### src/rtl/dmem_arbiter.sv
// Two-port arbiter/sequencer for a single-port registered-read data memory; one op in flight.
// Write: ack 2 cycles after handshake; read: data 3 cycles after. Responses are never back-pressured.
module dmem_arbiter #(
  parameter int ADDR_W     = 10,
  parameter int DATA_W     = 8,
  parameter int FIXED_PRIO = 0
) (
  input  logic              clk,
  input  logic              reset,
  input  logic              p0_valid,
  input  logic              p0_we,
  input  logic [ADDR_W-1:0] p0_addr,
  input  logic [DATA_W-1:0] p0_wdata,
  output logic              p0_ready,
  output logic              p0_rsp_valid,
  output logic [DATA_W-1:0] p0_rsp_rdata,
  input  logic              p1_valid,
  input  logic              p1_we,
  input  logic [ADDR_W-1:0] p1_addr,
  input  logic [DATA_W-1:0] p1_wdata,
  output logic              p1_ready,
  output logic              p1_rsp_valid,
  output logic [DATA_W-1:0] p1_rsp_rdata,
  output logic              mem_we,
  output logic              mem_re,
  output logic [ADDR_W-1:0] mem_addr,
  output logic [DATA_W-1:0] mem_wdata,
  input  logic [DATA_W-1:0] mem_rdata,
  output logic              busy,
  output logic              grant
);

  typedef enum logic [1:0] {IDLE, ISSUE, CAPT, RESP} state_t;

  state_t              state_q, state_d;
  logic                cmd_we_q, cmd_we_d;
  logic [ADDR_W-1:0]   cmd_addr_q, cmd_addr_d;
  logic [DATA_W-1:0]   cmd_wdata_q, cmd_wdata_d;
  logic                grant_q, grant_d;
  logic                last_grant_q, last_grant_d;
  logic [DATA_W-1:0]   rsp0_q, rsp0_d;
  logic [DATA_W-1:0]   rsp1_q, rsp1_d;
  logic                sel;
  logic                handshake;

  // Tie-break: fixed priority favours port 0, otherwise the port not served last.
  always_comb begin
    sel = 1'b0;
    if (p0_valid && p1_valid) begin
      sel = (FIXED_PRIO != 0) ? 1'b0 : ~last_grant_q;
    end else if (p1_valid) begin
      sel = 1'b1;
    end
  end

  assign handshake = (state_q == IDLE) && (p0_valid || p1_valid);

  always_ff @(posedge clk or posedge reset) begin
    if (reset) begin
      state_q <= IDLE;
    end else begin
      state_q <= state_d;
    end
  end

  always_comb begin
    state_d = state_q;
    case (state_q)
      IDLE:    if (handshake) state_d = ISSUE;
      ISSUE:   state_d = cmd_we_q ? RESP : CAPT;
      CAPT:    state_d = RESP;
      RESP:    state_d = IDLE;
      default: state_d = IDLE;
    endcase
  end

  always_comb begin
    p0_ready     = (state_q == IDLE) && p0_valid && !sel;
    p1_ready     = (state_q == IDLE) && p1_valid && sel;
    mem_we       = (state_q == ISSUE) && cmd_we_q;
    mem_re       = (state_q == ISSUE) && !cmd_we_q;
    p0_rsp_valid = (state_q == RESP) && !grant_q;
    p1_rsp_valid = (state_q == RESP) && grant_q;
    busy         = (state_q != IDLE);
  end

  always_comb begin
    cmd_we_d     = cmd_we_q;
    cmd_addr_d   = cmd_addr_q;
    cmd_wdata_d  = cmd_wdata_q;
    grant_d      = grant_q;
    last_grant_d = last_grant_q;
    rsp0_d       = rsp0_q;
    rsp1_d       = rsp1_q;
    if (handshake) begin
      grant_d      = sel;
      last_grant_d = sel;
      cmd_we_d     = sel ? p1_we    : p0_we;
      cmd_addr_d   = sel ? p1_addr  : p0_addr;
      cmd_wdata_d  = sel ? p1_wdata : p0_wdata;
    end
    // Write acks carry zero data; read data is taken while the memory output is stable.
    if (state_q == ISSUE && cmd_we_q) begin
      if (grant_q) rsp1_d = '0;
      else         rsp0_d = '0;
    end
    if (state_q == CAPT) begin
      if (grant_q) rsp1_d = mem_rdata;
      else         rsp0_d = mem_rdata;
    end
  end

  always_ff @(posedge clk or posedge reset) begin
    if (reset) begin
      cmd_we_q     <= 1'b0;
      cmd_addr_q   <= '0;
      cmd_wdata_q  <= '0;
      grant_q      <= 1'b0;
      last_grant_q <= 1'b1;
      rsp0_q       <= '0;
      rsp1_q       <= '0;
    end else begin
      cmd_we_q     <= cmd_we_d;
      cmd_addr_q   <= cmd_addr_d;
      cmd_wdata_q  <= cmd_wdata_d;
      grant_q      <= grant_d;
      last_grant_q <= last_grant_d;
      rsp0_q       <= rsp0_d;
      rsp1_q       <= rsp1_d;
    end
  end

  assign mem_addr     = cmd_addr_q;
  assign mem_wdata    = cmd_wdata_q;
  assign grant        = grant_q;
  assign p0_rsp_rdata = rsp0_q;
  assign p1_rsp_rdata = rsp1_q;

endmodule

### config.mk
export PLATFORM = sky130hd
export DESIGN_NAME = dmem_arbiter
export DESIGN_NICKNAME = d
export VERILOG_FILES = /design/src/rtl/dmem_arbiter.sv
export SDC_FILE = /design/constraint.sdc
export NUM_CORES = 1
export LEC_CHECK = 0
export CORE_AREA = 2 2 73 75
export CTS_BUF_LIST = sky130_fd_sc_hd__clkbuf_8
export DETAILED_ROUTE_END_ITERATION = 16
export DIE_AREA = 0 0 75 77
export PLACE_DENSITY = 0.77
export SLEW_MARGIN = 25
export SYNTH_ARGS = -nofsm -noshare
export SYNTH_HDL_FRONTEND = slang
export SYNTH_SLANG_ARGS = --single-unit
export TNS_END_PERCENT = 5
### constraint.sdc
create_clock -name clk -period 1.6 [get_ports clk]
set_input_delay 0.24 -clock clk [delete_from_list [all_inputs] [get_ports clk]]
set_output_delay 0.24 -clock clk [all_outputs]
set_load 0.1 [all_outputs]
== Word-level counts from Yosys, hierarchy flattened ==
Cells that the tools add are included.
Widths: inputs -> output; s select.

* Register bits after elaboration: 39
* Input bits: 50
* Logic and storage cells: 45

* Eq/ne operators: 4
* Muxes and demuxes: 16
* Bitwise operators: 1
* Reduce and logical (&&, ||, !) cells: 16

{| class="wikitable"
|+ Operator list
! cell !! count
|-
| $mux 8 || 9
|-
| $logic_and 1x1->1 || 10
|-
| $mux 10 || 1
|-
| $pmux 2 s4 || 1
|-
| $eq 2x2->1 const B || 2
|-
| $mux 1 || 4
|-
| $logic_not 1->1 || 3
|-
| $eq 2x1->1 const B || 1
|-
| $logic_not 2->1 || 1
|-
| $mux 2 || 1
|-
| $ne 2x2->1 const B || 1
|-
| $reduce_bool 2->1 || 1
|-
| $logic_or 1x1->1 || 1
|-
| $not 1->1 || 1
|}

== Depth between registers and ports, before layout ==
* Depth in word-level cells: 5
* Gate-level depth with buffers: 7
* Mapped depth without buffers: 5

== Least setup slack after synthesis ==
OpenSTA, ideal clock, no wires.

* Path kind: reg-to-output
* From: register state_q[0]
* To: output p1_ready
* Arrival time: 2589 ps
* Path slack: -1229 ps
* Stages on the path, launching flop included: 5
* Path buffers: 0
* Cell sequence: dfrtp_1 > inv_1 > ha_1 > inv_1 > nor2_1

* Cells in the longest elaborated chain, start to end: 3

{| class="wikitable"
|+ RTL lines
! item !! RTL line !! RTL
|-
| from (decl) || 35 || <nowiki>state_t state_q, state_d;</nowiki>
|-
| from (signal assigned) || 62 || <nowiki>state_q <= state_d;</nowiki>
|-
| $logic_not 2->1 || 79 || <nowiki>p1_ready = (state_q == IDLE) && p1_valid && sel;</nowiki>
|-
| $logic_and 1x1->1 (2 in series) || 79 ||
|-
| to (decl) || 21 || <nowiki>output logic p1_ready,</nowiki>
|}

No other way between the ends.

== Worst setup path after layout ==
* From: register last_grant_q
* To: output p0_ready

* Cells in the longest elaborated chain, start to end: 4

{| class="wikitable"
|+ RTL lines
! item !! RTL line !! RTL
|-
| from (decl) || 40 || <nowiki>logic last_grant_q, last_grant_d;</nowiki>
|-
| from (signal assigned) || 127 || <nowiki>last_grant_q <= last_grant_d;</nowiki>
|-
| $not 1->1 || 50 || <nowiki>sel = (FIXED_PRIO != 0) ? 1'b0 : ~last_grant_q;</nowiki>
|-
| $mux 1 || 49 || <nowiki>if (p0_valid && p1_valid) begin</nowiki>
|-
| $logic_not 1->1 || 78 || <nowiki>p0_ready = (state_q == IDLE) && p0_valid && !sel;</nowiki>
|-
| $logic_and 1x1->1 || 78 ||
|-
| to (decl) || 14 || <nowiki>output logic p0_ready,</nowiki>
|}

No other way between the ends.

==> results.ini <==
[status]
run_status=finished with violations
violations=negative setup slack

[yosys]
ys_types=28
synth_seq_area_share_pct=54.5
syn-cell-area_mm2=0.00179
avgSynthCellArea_um2=9.96
synth-simple-area-share_pct=12.2
synth_seq_cells=39
synth-xor-area-share_pct=0
synth_compound_area_share_pct=24.3
yosys_warnings=0
synth_top_family_by_area=compound AO/OA/AOI/OAI gates
muxShareOfSynthArea_pct=0.628
synth_fa_ha_area_share_pct=3.49
syn_nets=235
syn_inst=180

[clocking]
cts.hold.buffers_added=0
cts_tree=done
root_buffer=clkbuf_8
cts.clk_slew.worst_paths_ns=0.08
numCtsBuffers=5
clock_latency_ns=0.28
htreeDepth=2
clock-sinks=39
cts_max_path_buffers=2

[place]
io_buffers=91
place.gp.congestion=0.797
preCtsSetupSlack_ns=0.00356
detailed_place_hpwl_um=4020

[sta]
fmax_ghz=0.615
finalSetupViolCount=4
finClkSkew_ns=0.00277
period_share_pct=102
hold_viol=0
slew_violations=0
period_needed_ns=1.63
rsz0062_at_grt=yes
timing.hold.ws_ns=0.245
worst_slew_pin_slew_ns=0.584
setup_slack_ns=-0.0260
slew_headroom_pct=60.8

[grt]
grt_overflow_total=0
grt.total_usage_pct=18.6
grt_pass1_wl_um=8290
antenna_found_initial=0
grt_pass1_vias=1704
grt_max_degree=18

[final_layout]
final_cell_mix=49 x clkdlybuf4s50_1, 44 x buf_12, 39 x a21oi_1, 37 x dfrtp_1, 27 x nand2_1
num-nets-final=343
fin_util_pct=70.2
antenna_cells=0
layout_commonest_cell=clkdlybuf4s50_1
area_growth_pct=95.0
drive_gt1_share_pct=30.8

[hold_path]
hp-class=input pin to asynchronous set/reset pin

[job]
cap_violations=0

[setup_path]
path_class=flip-flop to primary output
crit_fanout=4
cp_data_arrival_time_ns=1.39
critPathCaptureType=primary output
crit_required_ns=1.36
critPathLaunchType=flip-flop

[route]
remaining_drc_errors=0
wire_per_inst_um=14.8
drtPass1Iterations=4
antenna_left=0
drt-total-wl_um=5300
drtIter0Drc=73
vias_per_cell=4.96
via_count=1780

[floorplan]
core_area_mm2=0.00498
die_y_um=77
die_area_mm2=0.00578
io_pins=92
start_util_pct=36.0
die_w_um=75
fp-row-count=26

## layout make-up
cell class | instances | area (um2)
Multi-Input combinational cell | 125 | 777
Fill cell | 352 | 1480
Sequential cell | 39 | 978
Tap cell | 70 | 87.6
Timing Repair Buffer | 113 | 1520
Inverter | 4 | 18.8
Clock inverter | 3 | 43.8
Clock buffer | 5 | 68.8
## cells in the mapped netlist (all sizes together)
cell type / count / area (um2)
inv: 4 / 15.0
clkbuf: 3 / 12.5
o21ai: 2 / 13.8
a21o: 1 / 7.51
o31ai: 2 / 15.0
dfstp: 1 / 26.3
nor2: 21 / 78.8
ha: 5 / 62.6
nor3b: 1 / 7.51
nor2b: 2 / 12.5
o21bai: 1 / 11.3
a21oi: 39 / 195
a21bo: 1 / 10.0
a21boi: 1 / 18.8
a32o: 8 / 80.1
a31oi: 1 / 6.26
dfrtp: 38 / 951
and2: 2 / 12.5
and3: 1 / 6.26
mux2: 1 / 11.3
nand2: 27 / 101
buf: 9 / 60.1
o2bb2ai: 8 / 70.1
o21a: 1 / 7.51
## metal layers
layer / wire [um] / vias to the layer above / track usage, %
li1: - / 844 / -
met1: 2020 / 851 / 22.3
met2: 2890 / 81 / 32.5
met3: 368 / 4 / 5.65
met4: 23 / 0 / 3.57
met5: 0 / - / 0
## worst max-delay path: stages (launching register included)
cell	delay (ns)
dfstp_2	0.56
a21bo_4	0.15
and3_1	0.21
buf_12	0.18
## metrics by stage
stage | TNS, ns | instances | instance area, um2
5_1_grt | -0.453 | 359 | 3500
2_1_floorplan | -4.59 | 180 | 1830
3_3_place_gp | 0 | 344 | 3310
6_report | -0.0682 | 359 | 3500
4_1_cts | -0.213 | 359 | 3480
3_5_place_dp | 0 | 344 | 3310
## timing repair
item	4_1_cts	5_1_grt
buffers inserted	7	0
cloned	0	0
resized for setup	3	4
endpoints found under the setup margin	4	9
pin swaps	2	2
## worst paths after layout
kind                                                from                    endpoint  slack, ns  depth (start not counted)
worst max-delay path            last_grant_q$_DFFE_PP1P_                    p0_ready      -0.03                          3
worst min register to register                 flip-flop                   flip-flop       0.56                          1
worst max register to register    state_q[0]$_DFFE_PP0P_      state_q[1]$_DFFE_PP0P_       0.04                          5
worst min-delay path                               reset  asynchronous set/reset pin       0.25                          2
max in group asynchronous                          reset    last_grant_q$_DFFE_PP1P_       0.85                          3
min in group clk                              p0_addr[0]     mem_addr[0]$_DFFE_PP0P_       0.49                          3
## logic make-up (layout without fill, tap and decap cells)
| group | count (synthesis) | count (layout) |
|---|---|---|
| simple gates | 54 | 54 |
| mux | 1 | 1 |
| buf+inv | 16 | 125 |
| fa+ha+maj | 5 | 5 |
| compound gates | 65 | 65 |
| flops | 39 | 39 |
Power is left out: the tool's default activity adds up to more than one toggle a clock period on the data nets, which glitch-free logic cannot reach.
